===== src/rtl/nibble_sort_ctrl.sv =====
// Burst sorter: loads DEPTH nibbles, bubble-sorts them with one comparator,
// then streams them out over a valid/ready handshake.

module nibble_cmp (
  input  logic [3:0] a_i,
  input  logic [3:0] b_i,
  output logic       gt_o,
  output logic       lt_o,
  output logic       eq_o
);

  assign gt_o = (a_i > b_i);
  assign lt_o = (a_i < b_i);
  assign eq_o = (a_i == b_i);

endmodule

module nibble_sort_ctrl #(
  parameter int DEPTH = 4,
  localparam int S    = DEPTH * (DEPTH - 1) / 2,
  localparam int SCW  = $clog2(S + 1),
  localparam int IW   = (DEPTH > 2) ? $clog2(DEPTH) : 1
) (
  input  logic           clk,
  input  logic           rst_n,
  input  logic           in_valid,
  output logic           in_ready,
  input  logic [3:0]     in_data,
  input  logic           sort_desc,
  output logic           out_valid,
  input  logic           out_ready,
  output logic [3:0]     out_data,
  output logic           out_last,
  output logic           busy,
  output logic [SCW-1:0] swap_count
);

  typedef enum logic [1:0] {
    LOAD  = 2'd0,
    SORT  = 2'd1,
    DRAIN = 2'd2
  } state_e;

  state_e         state_q;
  logic [3:0]     mem_q [DEPTH];
  logic [3:0]     mem_d [DEPTH];
  logic [IW-1:0]  ld_idx_q;
  logic [IW-1:0]  p_q;
  logic [IW-1:0]  i_q;
  logic [IW-1:0]  k_q;
  logic           order_q;
  logic [SCW-1:0] sc_q;
  logic           in_ready_q;
  logic           out_valid_q;
  logic [3:0]     out_data_q;
  logic           out_last_q;
  logic           busy_q;

  logic [IW-1:0]  i_nx;
  logic [IW-1:0]  k_nx;
  logic [IW-1:0]  last_i;
  logic [3:0]     cmp_a;
  logic [3:0]     cmp_b;
  logic           gt;
  logic           lt;
  logic           eq;
  logic           swap;

  assign i_nx   = i_q + IW'(1);
  assign k_nx   = k_q + IW'(1);
  assign last_i = IW'(DEPTH - 2) - p_q;
  assign cmp_a  = mem_q[i_q];
  assign cmp_b  = mem_q[i_nx];

  nibble_cmp u_cmp (
    .a_i  (cmp_a),
    .b_i  (cmp_b),
    .gt_o (gt),
    .lt_o (lt),
    .eq_o (eq)
  );

  // Equal keys never swap, which keeps the sort stable.
  assign swap = (state_q == SORT) && !eq && (order_q ? lt : gt);

  always_comb begin
    mem_d = mem_q;
    if (swap) begin
      mem_d[i_q]  = cmp_b;
      mem_d[i_nx] = cmp_a;
    end
  end

  always_ff @(posedge clk or negedge rst_n) begin
    if (!rst_n) begin
      state_q     <= LOAD;
      for (int j = 0; j < DEPTH; j++) mem_q[j] <= '0;
      ld_idx_q    <= '0;
      p_q         <= '0;
      i_q         <= '0;
      k_q         <= '0;
      order_q     <= 1'b0;
      sc_q        <= '0;
      in_ready_q  <= 1'b1;
      out_valid_q <= 1'b0;
      out_data_q  <= '0;
      out_last_q  <= 1'b0;
      busy_q      <= 1'b0;
    end else begin
      case (state_q)
        LOAD: begin
          if (in_valid) begin
            mem_q[ld_idx_q] <= in_data;
            if (ld_idx_q == '0) order_q <= sort_desc;
            if (ld_idx_q == IW'(DEPTH - 1)) begin
              ld_idx_q   <= '0;
              p_q        <= '0;
              i_q        <= '0;
              sc_q       <= '0;
              in_ready_q <= 1'b0;
              busy_q     <= 1'b1;
              state_q    <= SORT;
            end else begin
              ld_idx_q <= ld_idx_q + IW'(1);
            end
          end
        end
        SORT: begin
          for (int j = 0; j < DEPTH; j++) mem_q[j] <= mem_d[j];
          if (swap) sc_q <= sc_q + SCW'(1);
          if (i_q == last_i) begin
            i_q <= '0;
            p_q <= p_q + IW'(1);
            if (p_q == IW'(DEPTH - 2)) begin
              k_q         <= '0;
              out_valid_q <= 1'b1;
              out_data_q  <= mem_d[0];
              out_last_q  <= 1'b0;
              state_q     <= DRAIN;
            end
          end else begin
            i_q <= i_nx;
          end
        end
        DRAIN: begin
          if (out_ready) begin
            if (out_last_q) begin
              k_q         <= '0;
              out_valid_q <= 1'b0;
              out_data_q  <= '0;
              out_last_q  <= 1'b0;
              in_ready_q  <= 1'b1;
              busy_q      <= 1'b0;
              state_q     <= LOAD;
            end else begin
              k_q        <= k_nx;
              out_data_q <= mem_q[k_nx];
              out_last_q <= (k_nx == IW'(DEPTH - 1));
            end
          end
        end
        default: begin
          state_q     <= LOAD;
          in_ready_q  <= 1'b1;
          out_valid_q <= 1'b0;
          out_last_q  <= 1'b0;
          busy_q      <= 1'b0;
        end
      endcase
    end
  end

  assign in_ready   = in_ready_q;
  assign out_valid  = out_valid_q;
  assign out_data   = out_data_q;
  assign out_last   = out_last_q;
  assign busy       = busy_q;
  assign swap_count = sc_q;

endmodule


===== config.mk =====
export PLATFORM = sky130hd
export DESIGN_NAME = nibble_sort_ctrl
export DESIGN_NICKNAME = d
export VERILOG_FILES = /design/src/rtl/nibble_sort_ctrl.sv
export SDC_FILE = /design/constraint.sdc
export NUM_CORES = 1
export LEC_CHECK = 0
export CAP_MARGIN = 20
export CORE_UTILIZATION = 60
export DETAILED_ROUTE_END_ITERATION = 8
export GPL_TIMING_DRIVEN = 0
export PLACE_DENSITY = 0.83
export SKIP_CTS_REPAIR_TIMING = 1
export SYNTH_ARGS = -nofsm -noshare
export SYNTH_HDL_FRONTEND = slang
export SYNTH_SLANG_ARGS = --single-unit

===== constraint.sdc =====
create_clock -name clk -period 9.7 [get_ports clk]
set_clock_uncertainty 0.15 [all_clocks]
set_input_delay 2.91 -clock clk [delete_from_list [all_inputs] [get_ports clk]]
set_output_delay 2.91 -clock clk [all_outputs]
set_load 0.02 [all_outputs]

==> out/metrics.cfg, run 1 <==
[global_routing]
grt_pass1_wl_um=12100
grt_use_total=0.330
antenna_found_initial=0
grt_pass1_vias=2425
grt.overflow.total=0
grt_max_degree=39

[drt]
first_pass_iters=5
drc=0
routed_wirelength_um=7350
post_drt_wl_per_cell_um=20.0
via_count=2515
ant_nets=0
drt_iter0_drc=371
via_per_inst=6.83

[placement]
dpl.cell_count=360
hpwlAfterDp_um=5480
gp_congestion=0.936
io_buffers=19

[timing]
hold_viol=0
min_period_ns=4.84
setup_viol=0
fmax_mhz=207
max_slew.worst_pin.slew_ns=0.905
period_share=0.499
fin_setup_tns_ns=0
rsz0062_at_grt=no
slew_headroom=0.392
hold-worst-slack_ns=0.334
drv_slew=0

[synth]
syn_area_per_cell_um2=9.45
yosysSeqAreaShare=0.349
synth_nets=314
syn_area_um2=2730
ys_types=49
synthFlopType=dfrtp_1
synth_cells=289
ys_ff_latch=38
async_reset_ff_frac=1.00
synth_edf_count=0
yosysWarnings=0

[finish]
drive_gt1_frac=0.133
layout_commonest_cell=dfrtp_1
nFillCells=331
area_delta_synth_final_pct=13.4
diodes=0
final_cell_mix=37 x dfrtp_1, 26 x a21oi_1, 24 x nand2_1, 24 x o21ai_0, 22 x inv_1
nNetsFinal=340
fin_cells=368

[worst_setup_path]
r2r_setup_slack_ns=5.26
arrival_ns=4.87
critPathLaunchType=input pin
cp.required_ns=9.73
critPathMaxFanout=7
crit_path_end_kind=flip-flop
crit_type=in -> reg

[die]
initial_utilization=0.627
dieArea_um2=4820
io_pins=20
fp-row-count=24
die_width_um=69.5
dieHeight_um=69.5
core_area_um2=4350

[clocking]
cts-root-buf=clkbuf_8
clk_pin_slew_ns=0.07
clk_latency_ns=0.30
clkSinkCount=38
htreeDepth=2
cts_buffers=5
cts_tree=done
clk_path_buf_depth=2

[outcome]
outcome=finished, final reports clean

[hold_path]
hold_class=reg -> reg

[flow_run]
drv_cap=0

-- worst max-delay path, cell delays in order --
cell and delay (ns):
clkdlybuf4s50_1 0.44, nand2_1 0.08, nor2_1 0.04, a311oi_1 0.75
nor2_1 0.15, nand2_1 0.15, mux2_2 0.34
-- routing by layer --
metal / GRT usage / vias up / wire, um
met1: 0.452 / 1185 / 2920
met3: 0.0596 / 42 / 741
met4: 0.193 / 0 / 399
li1: - / 1116 / -
met5: 0 / - / 0
met2: 0.492 / 172 / 3290
-- stage by stage --
step	area [um2]	setup WS [ns]	util
floorplan	2730	5.35	-
global placement	2990	4.65	0.686
detailed placement	2980	4.55	0.684
CTS	3100	4.90	0.711
global route	3100	4.54	0.711
finish	3100	4.86	0.711
-- Yosys cell counts (2+ instances only) --
master    number  area (um2)
inv_1         22        82.6
mux2i_1        2        20.0
xor2_1         2        17.5
nor2b_1        4        25.0
ha_1          16         200
a211oi_1       3        22.5
and2_1         2        12.5
nor2_1        19        71.3
a22oi_1        4        30.0
buf_2          3        15.0
or3_1          2        12.5
o21ai_0       24         120
nor3_1         3        15.0
dfrtp_1       37         926
nand2_1       24        90.1
o221ai_1       3        26.3
nand3_1       13        65.1
nand2b_1       5        31.3
mux2_4         4        60.1
a21oi_1       26         130
mux2_2         4        45.0
buf_6          2        22.5
o22ai_1        5        31.3
and3_1         3        18.8
clkbuf_1      10        37.5
o21ai_1        2        10.0
a41oi_1        3        26.3
o211ai_1       2        15.0
a32oi_1        9        78.8
mux4_2        12         270
-- sequential cells by signal, indices dropped and copies added, names as in the netlist, 2 cells and up --
register    cells
mem_q          16
out_data        4
swap_count      3
i_q             2
k_q             2
ld_idx_q        2
p_q             2
state_q         2
-- cell families after synthesis --
logic type | Yosys count | share of synthesized area
compound gates | 92 | 0.222
xor+xnor | 2 | 0.00642
simple gates | 81 | 0.145
mux | 22 | 0.145
fa+ha+maj | 16 | 0.0733
buf+inv | 38 | 0.0591
flops | 38 | 0.349
-- path summary, 6_finish.rpt --
path	to	depth (start not counted)	from
min in group asynchronous	mem_q[15]$_DFFE_PN0P_	1	rst_n
setup / recovery	p_q[1]$_DFFE_PN0P_	7	in_valid
hold reg to reg	in_ready$_DFFE_PN1P_	2	in_ready$_DFFE_PN1P_
setup reg to reg	out_data[2]$_DFFE_PN0P_	14	i_q[0]$_DFFE_PN0P_
max in group asynchronous	ld_idx_q[1]$_DFFE_PN0P_	1	rst_n
hold / removal	in_ready$_DFFE_PN1P_	2	in_ready$_DFFE_PN1P_
-- cell type report --
cell class                 count  area [um2]  area share
buffer                        16        78.8      0.0255
inverter                      22        82.6      0.0267
timing repair buffer          19         185      0.0598
clock buffer                   7        86.3      0.0279
tap                           52        65.1      0.0210
sequential                    38         952       0.307
multi-input combinational    213        1620       0.522
clock inverter                 1        30.0     0.00970
Power of run 1 is left out: the tool's default activity adds up to more than one toggle a clock period on the data nets, which glitch-free logic cannot reach.
==> inputs of run 2 (changes only) <==
--- a/config.mk
+++ b/config.mk
@@ -6,10 +6,10 @@
 export NUM_CORES = 1
 export LEC_CHECK = 0
 export CAP_MARGIN = 20
-export CORE_UTILIZATION = 60
+export CORE_UTILIZATION = 53
 export DETAILED_ROUTE_END_ITERATION = 8
 export GPL_TIMING_DRIVEN = 0
-export PLACE_DENSITY = 0.83
+export PLACE_DENSITY = 0.78
 export SKIP_CTS_REPAIR_TIMING = 1
 export SYNTH_ARGS = -nofsm -noshare
 export SYNTH_HDL_FRONTEND = slang
==> constraint.sdc (replaced) <==
create_clock -name clk -period 4.05 [get_ports clk]
set_clock_uncertainty 0.15 [all_clocks]
set_input_delay 1.215 -clock clk [delete_from_list [all_inputs] [get_ports clk]]
set_output_delay 1.215 -clock clk [all_outputs]
set_load 0.02 [all_outputs]
==> out/metrics.cfg, run 2 (synthesis gave the netlist of run 1 again) <==
[die]
fp-row-count=25
dieArea_um2=5440
initial_utilization=0.563
core_area_um2=4850
dieHeight_um=73.8
io_pins=20
die_width_um=73.8

[timing]
setup_viol=0
fin_setup_tns_ns=0
period_share=0.984
min_period_ns=3.98
max_slew.worst_pin.slew_ns=0.851
drv_slew=0
slew_headroom=0.433
fmax_mhz=251
hold_viol=0
hold-worst-slack_ns=0.337

[worst_setup_path]
crit_type=reg -> reg
critPathMaxFanout=10
critPathLaunchType=flip-flop
arrival_ns=4.02
crit_path_end_kind=flip-flop
r2r_start=i_q[0]$_DFFE_PN0P_
crit_start=i_q[0]$_DFFE_PN0P_
cp.required_ns=4.08

[finish]
diodes=0
largest_reg_flops=16
nNetsFinal=343
multi_input_comb_area_um2=1680
drive_gt1_frac=0.166
largest_register=mem_q
nFillCells=371
seq_area_um2=955
layout_commonest_cell=dfrtp_1
area_delta_synth_final_pct=17.8
final_cell_mix=35 x dfrtp_1, 26 x a21oi_1, 24 x nand2_1, 24 x o21ai_0, 21 x inv_1

[clocking]
clk_pin_slew_ns=0.08
htreeDepth=2
clkSinkCount=38
clk_path_buf_depth=2
cts_buffers=5
cts-root-buf=clkbuf_8
cts_tree=done
clk_latency_ns=0.30

[drt]
drt_iter0_drc=325
first_pass_iters=7
via_per_inst=6.44
via_count=2487
routed_wirelength_um=7350
post_drt_wl_per_cell_um=19.0
ant_nets=0
drc=0

[global_routing]
grt_pass1_vias=2277
grt_pass1_wl_um=11400
antenna_found_initial=0
grt_use_total=0.287
grt_max_degree=39
grt.overflow.total=0

[outcome]
outcome=finished, final reports clean

[flow_run]
drv_cap=0

[hold_path]
hold_class=reg -> reg
hold_start=k_q[1]$_DFFE_PN0P_

[placement]
hpwlAfterDp_um=5330
io_buffers=19
gp_congestion=0.986

## run 2: metrics by stage
stage | worst slack, ns | area [um2] | util | cells
finish | 0.0667 | 3220 | 0.663 | 386
global route | -0.0538 | 3220 | 0.663 | 386
CTS | -0.329 | 3090 | 0.638 | 383
detailed placement | -0.303 | 3000 | 0.619 | 375
global placement | -0.276 | 3000 | 0.620 | 375
floorplan | 0.262 | 2730 | - | 289
## run 2: worst max-delay path, stage by stage, from the launching register on
cell and delay [ns]:
dfrtp_2 0.43, buf_8 0.17, clkinvlp_4 0.11, ha_1 0.31
buf_6 0.15, mux4_2 0.57, inv_1 0.09, ha_1 0.14
nor2b_4 0.15, o211ai_1 0.15, a2111oi_4 0.61, o31ai_4 0.16
or2_1 0.26, buf_6 0.14, mux2_4 0.29
## run 2: layout make-up
cell class,instances,area share
Buffer,16,0.0304
Tap cell,67,0.0261
Clock buffer,6,0.0257
Inverter,22,0.0268
Multi-Input combinational cell,213,0.522
Timing Repair Buffer,22,0.0685
Sequential cell,38,0.297
Clock inverter,2,0.00389
## run 2: routing by layer
metal	track usage	wire length, um	vias up
met4	0.115	208	0
met3	0.0576	582	34
li1	-	-	1127
met5	0	0	-
met1	0.386	3030	1190
met2	0.454	3530	136
## run 2: final timing paths
path / end / slack, ns / depth (start not counted)
max in group asynchronous: i_q[0]$_DFFE_PN0P_ / 2.29 / 1
max: mem_q[1]$_DFFE_PN0P_ / 0.07 / 14
min reg2reg: k_q[1]$_DFFE_PN0P_ / 0.34 / 2
max reg2reg: mem_q[1]$_DFFE_PN0P_ / 0.07 / 14
min: k_q[1]$_DFFE_PN0P_ / 0.34 / 2
min in group asynchronous: mem_q[3]$_DFFE_PN0P_ / 0.86 / 1
Power of run 2 is left out for the same reason.
==> inputs of run 3 (changes only) <==
--- a/config.mk
+++ b/config.mk
@@ -5,6 +5,7 @@
 export SDC_FILE = /design/constraint.sdc
 export NUM_CORES = 1
 export LEC_CHECK = 0
+export ABC_CLOCK_PERIOD_IN_PS = 4050
 export CAP_MARGIN = 20
 export CORE_UTILIZATION = 53
 export DETAILED_ROUTE_END_ITERATION = 8
==> results of run 3 <==
The final DEF is identical to that of run 2; final timing and power are the same.
Power of run 3 is left out for the same reason.
